[config.mk]
export PLATFORM = sky130hd
export DESIGN_NAME = gf180mcu_fd_sc_mcu9t5v0__pwrseq
export DESIGN_NICKNAME = d
export VERILOG_FILES = /design/src/rtl/gf180mcu_fd_sc_mcu9t5v0__pwrseq_pkg.sv /design/src/rtl/gf180mcu_fd_sc_mcu9t5v0__pwrseq_sync2.sv /design/src/rtl/gf180mcu_fd_sc_mcu9t5v0__pwrseq.sv
export SDC_FILE = /design/constraint.sdc
export NUM_CORES = 1
export LEC_CHECK = 0
export CAP_MARGIN = 40
export CELL_PAD_IN_SITES_DETAIL_PLACEMENT = 1
export CELL_PAD_IN_SITES_GLOBAL_PLACEMENT = 2
export CORE_MARGIN = 4
export CORE_UTILIZATION = 25
export DETAILED_ROUTE_END_ITERATION = 8
export PLACE_DENSITY_LB_ADDON = 0.2
export SYNTH_ARGS = -nofsm -noshare
export SYNTH_HDL_FRONTEND = slang
export SYNTH_SLANG_ARGS = --single-unit
[constraint.sdc]
create_clock -name CLK -period 2.24 [get_ports CLK]
set_clock_uncertainty 0.15 [all_clocks]
set_input_delay 0.224 -clock CLK [delete_from_list [all_inputs] [get_ports CLK]]
set_output_delay 0.224 -clock CLK [all_outputs]
set_load 0.02 [all_outputs]
[src/rtl/gf180mcu_fd_sc_mcu9t5v0__pwrseq_pkg.sv]
// gf180mcu_fd_sc_mcu9t5v0__pwrseq_pkg: shared states, default sizing and counter width helper
package gf180mcu_fd_sc_mcu9t5v0__pwrseq_pkg;
  typedef enum logic [2:0] {S_IDLE, S_DEB, S_RAMP, S_ON, S_DOWN} state_t;
  localparam int DEF_DEBOUNCE  = 16;
  localparam int DEF_STAGGER   = 8;
  localparam int DEF_N_DOMAINS = 4;
  function automatic int cnt_width(input int a, input int b);
    return $clog2((a > b ? a : b) + 1);
  endfunction
endpackage

[src/rtl/gf180mcu_fd_sc_mcu9t5v0__pwrseq_sync2.sv]
// gf180mcu_fd_sc_mcu9t5v0__pwrseq_sync2: two-flop level synchroniser with sync active-low reset
module gf180mcu_fd_sc_mcu9t5v0__pwrseq_sync2 (
  input  logic clk,
  input  logic rn,
  input  logic d,
  output logic q
);
  logic [1:0] s_q, s_d;
  // shift the raw level one stage per clock
  always_comb s_d = {s_q[0], d};
  // resynchronising stages, cleared by reset
  always_ff @(posedge clk) s_q <= rn ? s_d : 2'b00;
  assign q = s_q[1];
endmodule

[src/rtl/gf180mcu_fd_sc_mcu9t5v0__pwrseq.sv]
// gf180mcu_fd_sc_mcu9t5v0__pwrseq: debounced power-domain sequencer with staggered ramp, orderly shutdown and supply-loss collapse
module gf180mcu_fd_sc_mcu9t5v0__pwrseq
  import gf180mcu_fd_sc_mcu9t5v0__pwrseq_pkg::*;
#(
  parameter int DEBOUNCE  = DEF_DEBOUNCE,
  parameter int STAGGER   = DEF_STAGGER,
  parameter int N_DOMAINS = DEF_N_DOMAINS
) (
`ifdef USE_POWER_PINS
  inout  wire                   VDD,
  inout  wire                   VSS,
`endif
  input  logic                  CLK,
  input  logic                  RN,
  input  logic                  PG,
  input  logic                  SHDN_REQ,
  output logic [N_DOMAINS-1:0]  EN,
  output logic                  RSTN_OUT,
  output logic                  READY,
  output logic                  SHDN_ACK,
  output logic                  FAULT
);
  localparam int CW = cnt_width(DEBOUNCE, STAGGER);
  localparam int IW = $clog2(N_DOMAINS) + 1;
  localparam logic [CW-1:0] CMAX = '1;
  state_t state_q, state_d;
  logic [CW-1:0] cnt_q, cnt_d;
  logic [IW-1:0] idx_q, idx_d;
  logic [N_DOMAINS-1:0] en_q, en_d;
  logic rdy_q, rdy_d, done_q, done_d, ack_q, ack_d, fault_q, fault_d;
  logic pg_s;
  gf180mcu_fd_sc_mcu9t5v0__pwrseq_sync2 u_sync (.clk(CLK), .rn(RN), .d(PG), .q(pg_s));
  // next state: debounce, staggered ramp up/down, supply loss overrides everything
  always_comb begin
    state_d = state_q;
    cnt_d   = (cnt_q == CMAX) ? cnt_q : cnt_q + 1'b1;
    idx_d   = idx_q;
    en_d    = en_q;
    rdy_d   = rdy_q;
    done_d  = 1'b0;
    ack_d   = done_q;
    fault_d = fault_q;
    case (state_q)
      S_IDLE: if (pg_s && !SHDN_REQ) begin
        state_d = S_DEB;
        cnt_d   = '0;
      end
      S_DEB: if (!pg_s) state_d = S_IDLE;
      else if (cnt_q == CW'(DEBOUNCE - 2)) begin
        state_d = S_RAMP;
        cnt_d   = '0;
        idx_d   = '0;
        en_d    = N_DOMAINS'(1);
        fault_d = 1'b0;
      end
      S_RAMP: if (cnt_q == CW'(STAGGER - 1)) begin
        cnt_d = '0;
        if (idx_q == IW'(N_DOMAINS - 1)) begin
          state_d = S_ON;
          rdy_d   = 1'b1;
        end else begin
          idx_d = idx_q + 1'b1;
          en_d  = en_q | (N_DOMAINS'(1) << (idx_q + 1'b1));
        end
      end
      S_ON: if (SHDN_REQ) begin
        state_d = S_DOWN;
        rdy_d   = 1'b0;
        cnt_d   = '0;
      end
      S_DOWN: if (cnt_q == CW'(STAGGER - 1)) begin
        cnt_d = '0;
        en_d  = en_q & ~(N_DOMAINS'(1) << idx_q);
        if (idx_q == '0) begin
          state_d = S_IDLE;
          done_d  = 1'b1;
        end else idx_d = idx_q - 1'b1;
      end
      default: state_d = S_IDLE;
    endcase
    if (!pg_s && (state_q inside {S_RAMP, S_ON, S_DOWN})) begin
      state_d = S_IDLE;
      en_d    = '0;
      rdy_d   = 1'b0;
      done_d  = 1'b0;
      fault_d = 1'b1;
    end
  end
  // state and output registers with synchronous active-low reset
  always_ff @(posedge CLK) begin
    if (!RN) begin
      state_q <= S_IDLE;
      cnt_q   <= '0;
      idx_q   <= '0;
      en_q    <= '0;
      rdy_q   <= 1'b0;
      done_q  <= 1'b0;
      ack_q   <= 1'b0;
      fault_q <= 1'b0;
    end else begin
      state_q <= state_d;
      cnt_q   <= cnt_d;
      idx_q   <= idx_d;
      en_q    <= en_d;
      rdy_q   <= rdy_d;
      done_q  <= done_d;
      ack_q   <= ack_d;
      fault_q <= fault_d;
    end
  end
  assign EN       = en_q;
  assign RSTN_OUT = rdy_q;
  assign READY    = rdy_q;
  assign SHDN_ACK = ack_q;
  assign FAULT    = fault_q;
endmodule

# Yosys cells after proc, flatten, opt, wreduce, memory -nomap -nowiden
# Cells that the tools add are included.
# op_classes
bitwise	6
addsub	3
n_mux	38
eq_ne	19
reduce_logical	20
n_shift	2
# op_table
cell	n
$mux 3	14
$mux 5	6
$mux 4	5
$pmux 5 s4	1
$ne 2x2->1 const B	9
$pmux 3 s5	1
$reduce_and 7->1	2
$pmux 4 s3	1
$eq 3x2->1 const B	3
$pmux 3 s3	1
$mux 1	8
$reduce_bool 2->1	4
$shl 1x3->4 const A	2
$logic_not 3->1	2
$reduce_and 6->1	1
$reduce_bool 3->1	2
$add 5x1->5 const B	1
$eq 5x3->1 const B	1
$eq 5x4->1 const B	1
$eq 5x5->1 const B	1
$and 4x4->4	1
$not 4->4	1
$or 4x4->4	1
$reduce_and 4->1	1
other kinds (13)	18
# word_totals
elab_cells	97
ff_bits	21
out_inout_bits	8
in_bits	4

# Longest topological paths before layout
# Gate-level depths: netlist of run 1.
# depth
word_depth	6
mapped_depth	6
depth_no_buf	6

# Modules after synthesis
# Synthesis of run 1 repeated with hierarchy kept, for this count alone.
# hier_totals
hier_cells	150
area_unflattened_um2	1280.0
# modules_own_cells
mod	cells_per_inst	area_each_um2	instances	seq_area_each_um2
gf180mcu_fd_sc_mcu9t5v0__pwrseq	146	1227.4	1	380.4
gf180mcu_fd_sc_mcu9t5v0__pwrseq_sync2	4	52.6	1	40.0

# Least setup slack after synthesis of run 1
# No wires, ideal clock.
# synth_path
path_type	flip-flop to flip-flop
from	register idx_q[0]
to	register idx_q[2]
setup_ps	122
required_time_ps	1968
arrival_time_ps	1490
path_buffers	0
path_slack_ps	478
synth_period_minus_slack_ps	1762
stages_incl_launch_ff	6
path_cell_list	dfxtp_1 -> ha_1 -> ha_1 -> nor4_4 -> nor4_1 -> a311o_1
# synth_between
elab_chain_cells	4
word_cells_on_any_way	12
classes_between	add/sub: 2; eq/ne: 3; mux: 5; reduce/logical: 2
# synth_lines
element	line_no	text
start, declared	gf180mcu_fd_sc_mcu9t5v0__pwrseq.sv:28	logic [IW-1:0] idx_q, idx_d;
start signal, assigned	gf180mcu_fd_sc_mcu9t5v0__pwrseq.sv:103	idx_q <= idx_d;
$sub 3x1->3 / $add 3x1->3 (equally long branches)	gf180mcu_fd_sc_mcu9t5v0__pwrseq.sv:77, gf180mcu_fd_sc_mcu9t5v0__pwrseq.sv:62	
$mux 3, on equally long branches	gf180mcu_fd_sc_mcu9t5v0__pwrseq.sv:74, gf180mcu_fd_sc_mcu9t5v0__pwrseq.sv:58	
$mux 3, on equally long branches	gf180mcu_fd_sc_mcu9t5v0__pwrseq.sv:71, gf180mcu_fd_sc_mcu9t5v0__pwrseq.sv:56	
$pmux 3 s3	gf180mcu_fd_sc_mcu9t5v0__pwrseq.sv:43	case (state_q)
# Several ways; a longest one is shown, not always the timed one. The select of a mux whose other input is x is not followed.
# A chain may end at the register's enable or synchronous reset.

# Final worst setup path of run 1
# layout_path
from	register cnt_q[0]
to	register en_q[2], in the netlist EN[2]
# layout_between
elab_chain_cells	3
word_cells_on_any_way	6
classes_between	eq/ne: 5; reduce/logical: 1
# layout_lines
element	line_no	text
start, declared	gf180mcu_fd_sc_mcu9t5v0__pwrseq.sv:27	logic [CW-1:0] cnt_q, cnt_d;
start signal, assigned	gf180mcu_fd_sc_mcu9t5v0__pwrseq.sv:102	cnt_q <= cnt_d;
$eq 5x4->1 / $eq 5x3->1 (equally long branches)	gf180mcu_fd_sc_mcu9t5v0__pwrseq.sv:49, gf180mcu_fd_sc_mcu9t5v0__pwrseq.sv:56, gf180mcu_fd_sc_mcu9t5v0__pwrseq.sv:71	
$ne 2x2->1 (no source line)	-	
$reduce_and 6->1 (no source line) (*)	-	
end signal, assigned	gf180mcu_fd_sc_mcu9t5v0__pwrseq.sv:104	en_q <= en_d;
end, declared	gf180mcu_fd_sc_mcu9t5v0__pwrseq.sv:29	logic [N_DOMAINS-1:0] en_q, en_d;
# Mark *: on every way between the ends. The rest lies on a longest branch, timed or not.

==> metrics.md, run 1 <==
| Metric | Value |
|---|---|
| Max Cap Violations | 0 |
| CP max-delay cell | nor4_4 |
| Fin util | 31.09% |
| EDFF count, synth | 0 |
| RSZ-0062 raised after global routing | false |
| Syn Inst Count | 148 |
| Fillers | 628 |
| Die Y | 80.98 µm |
| CTS tree | built |
| Hpwl dp | 2.783 mm |
| Clock Latency Late Sink | 0.26 ns |
| Final WL | 3.743 mm |
| Total power | 0.7783 mW |
| Share of cells above drive strength 1 | 11.66% |
| Pin count of the biggest net entering global routing | 15 |
| First-iteration detailed-routing DRC count | 77 |
| DIE AREA | 6557 µm² |
| Most common cell after layout, fill and taps aside | dfxtp_1 |
| DRC Markers | 0 |
| Ys flop type | dfxtp_1 |
| Commonest non-fill, non-tap cells in the layout | dfxtp_1, clkdlybuf4s50_1, nand2_1 |
| Fin. max-slew vios | 0 |
| Largest stage delay, worst path | 0.41 ns |
| Minimum clock period | 2.007 ns |
| Initial antenna violation count | 0 |
| Worst-path fanout max | 7 |
| Crit share post-route | 89.58% |
| Min-delay worst type | flip-flop to flip-flop |
| Crit path required time | 2.26 ns |
| Yosys cell types | 51 |
| Crit path max-delay family | simple AND/OR/NAND/NOR gates |
| CP endpoint kind | flip-flop |
| Port bufs | 11 |
| WL/cell | 16.06 µm |
| Core area | 5140 µm² |
| CTS sink count | 21 |
| Place WS | 0.2189 ns |
| Setup ws final | 0.2333 ns |
| Syn Area/Cell | 8.995 µm² |
| Status | complete, no violations |
| First-pass GRT wire length | 6.327 mm |
| CTS H-tree lvls | 1 |
| Grt ovf | 0 |
| Drt via density | 5.039 |
| Syn_nets | 161 |
| Post-synthesis register bit count | 21 |
| Max Freq | 0.4983 GHz |
| Clock buffer depth | 2 |
| Peak VDD IR | 171.5 µV |
| Ports | 12 |
| Final-report hold violation count | 0 |
| Total track usage | 12.49% |
| Ant. Diodes | 0 |
| Mapped Area | 1331 µm² |
| Starting Density | 25.90% |
| Gp weighted congestion | 0.7224 |
| Via count | 1,174 |
| Vias in the first global route | 1,232 |
| CTS Buf Count | 3 |
| Number of routed nets with antenna violations | 0 |
| Root buffer cell | clkbuf_8 |
| Clk slew on worst S/H paths | 0.08 ns |
| Placed insts | 229 |
| Post-synth ARST share | 0% |
| Leak | 0.5817 nW |
| Nets | 177 |
| Worst path bufs/invs | 0 |
| Cts repair resizes | 0 |
| Non-filler cells, final | 233 |
| Sequential share of the synthesized area | 31.58% |
| Total Neg Setup Slack | 0 ns |
| Power Dens Cells | 487.1 nW/µm² |
| Setup violators final | 0 |
| First-pass DRT Iterations | 4 |
| Post-CTS Setup Bufs | 0 |
| CP startpoint kind | flip-flop |
| Total number of yosys warnings | 0 |
| Worst path arrival time | 2.03 ns |
| Placement Rows | 26 |
| Internal reg-to-reg setup slack | 0.23 ns |
| Crit Path Class | flip-flop to flip-flop |
| Area growth from synthesis to layout | 20.02% |
| Slew @ Worst Pin | 0.5222 ns |
| Crit path cell chain | ha_1 -> nand4bb_1 -> nor4_4 -> o211ai_1 -> a221oi_1 |
| Horiz. Die Dim | 80.98 µm |
| Relative slew slack | 65.14% |
| Hold Buf Count CTS | 0 |
[final timing paths]
kind,from,endpoint,cells after the start
worst max register to register,cnt_q[0],EN[2],5
worst max-delay path,cnt_q[0],EN[2],5
worst min register to register,u_sync.s_q[0],u_sync.s_q[1],1
worst min-delay path,u_sync.s_q[0],u_sync.s_q[1],1
[logic make-up (layout without fill, tap and decap cells)]
family	Yosys count	after routing	share of synthesized area (%)
DFF	21	21	31.58
xor gates and xnor gates	4	4	2.632
adders and majority gates	9	9	8.459
buffers and inverters	19	34	6.108
muxes	3	3	2.256
and+or+nand+nor	49	49	24.81
AOI/OAI and AO/OA	43	43	24.16
[synth_stat cells, types with 4 or more instances]
master | number | area (µm²)
dfxtp_1 | 21 | 420.4
ha_1 | 9 | 112.6
a221oi_1 | 5 | 43.79
o211ai_1 | 5 | 37.54
nand3_1 | 4 | 20.02
a211oi_1 | 4 | 30.03
nand2b_1 | 6 | 37.54
inv_1 | 9 | 33.78
nor2_1 | 6 | 22.52
buf_2 | 5 | 25.02
nand2_1 | 10 | 37.54
a21oi_1 | 6 | 30.03
[flip-flops by register name (all words and copies together), names as in the netlist]
name	cells
EN	4
FAULT	1
ack_d	1
state_q	3
READY	1
SHDN_ACK	1
idx_q	3
u_sync.s_q	2
cnt_q	5
[stage by stage]
stage | area, µm² | hold slack, ns
after detailed placement | 1553 | 0.2743
after CTS | 1598 | 0.2944
after global routing | 1598 | 0.3153
final | 1598 | 0.2908
after global placement | 1553 | 0.2734
after floorplan | 1331 | 0.2013
[worst register-to-register path, cell delays in order (launching register included)]
cell       delay (ns)
dfxtp_1          0.40
ha_1             0.28
nand4bb_1        0.27
nor4_4           0.41
o211ai_1         0.15
a221oi_1         0.26
[area by class of cell]
class	instances	area, µm²	area share (%)
Clock buffer	4	45.04	2.819
Inverter	10	37.54	2.349
Multi-Input combinational cell	108	829.5	51.92
Sequential cell	21	420.4	26.31
Tap cell	70	87.58	5.482
Timing Repair Buffer	20	177.7	11.12
[power by group]
group | internal, mW | leakage (nW) | switching [mW]
combinational | 0.0470 | 0.389 | 0.0574
sequential | 0.384 | 0.170 | 0.0273
clock | 0.127 | 0.0228 | 0.136
[routing by layer]
layer  track usage [%]  wire length (µm)  up-vias
met1             18.21              1973      583
met5                 0                 0        -
met4             3.547                24        0
li1                  -                 -      576
met2             18.97              1660       13
met3             1.774                84        2
No activity file was read; power rests on OpenSTA's default activity.
==> run 2: changes to the inputs <==
Settings changed: ABC_CLOCK_PERIOD_IN_PS set to 2240.
==> results of run 2 <==
Same layout as run 1: the final DEF is identical, and so are final timing and power.
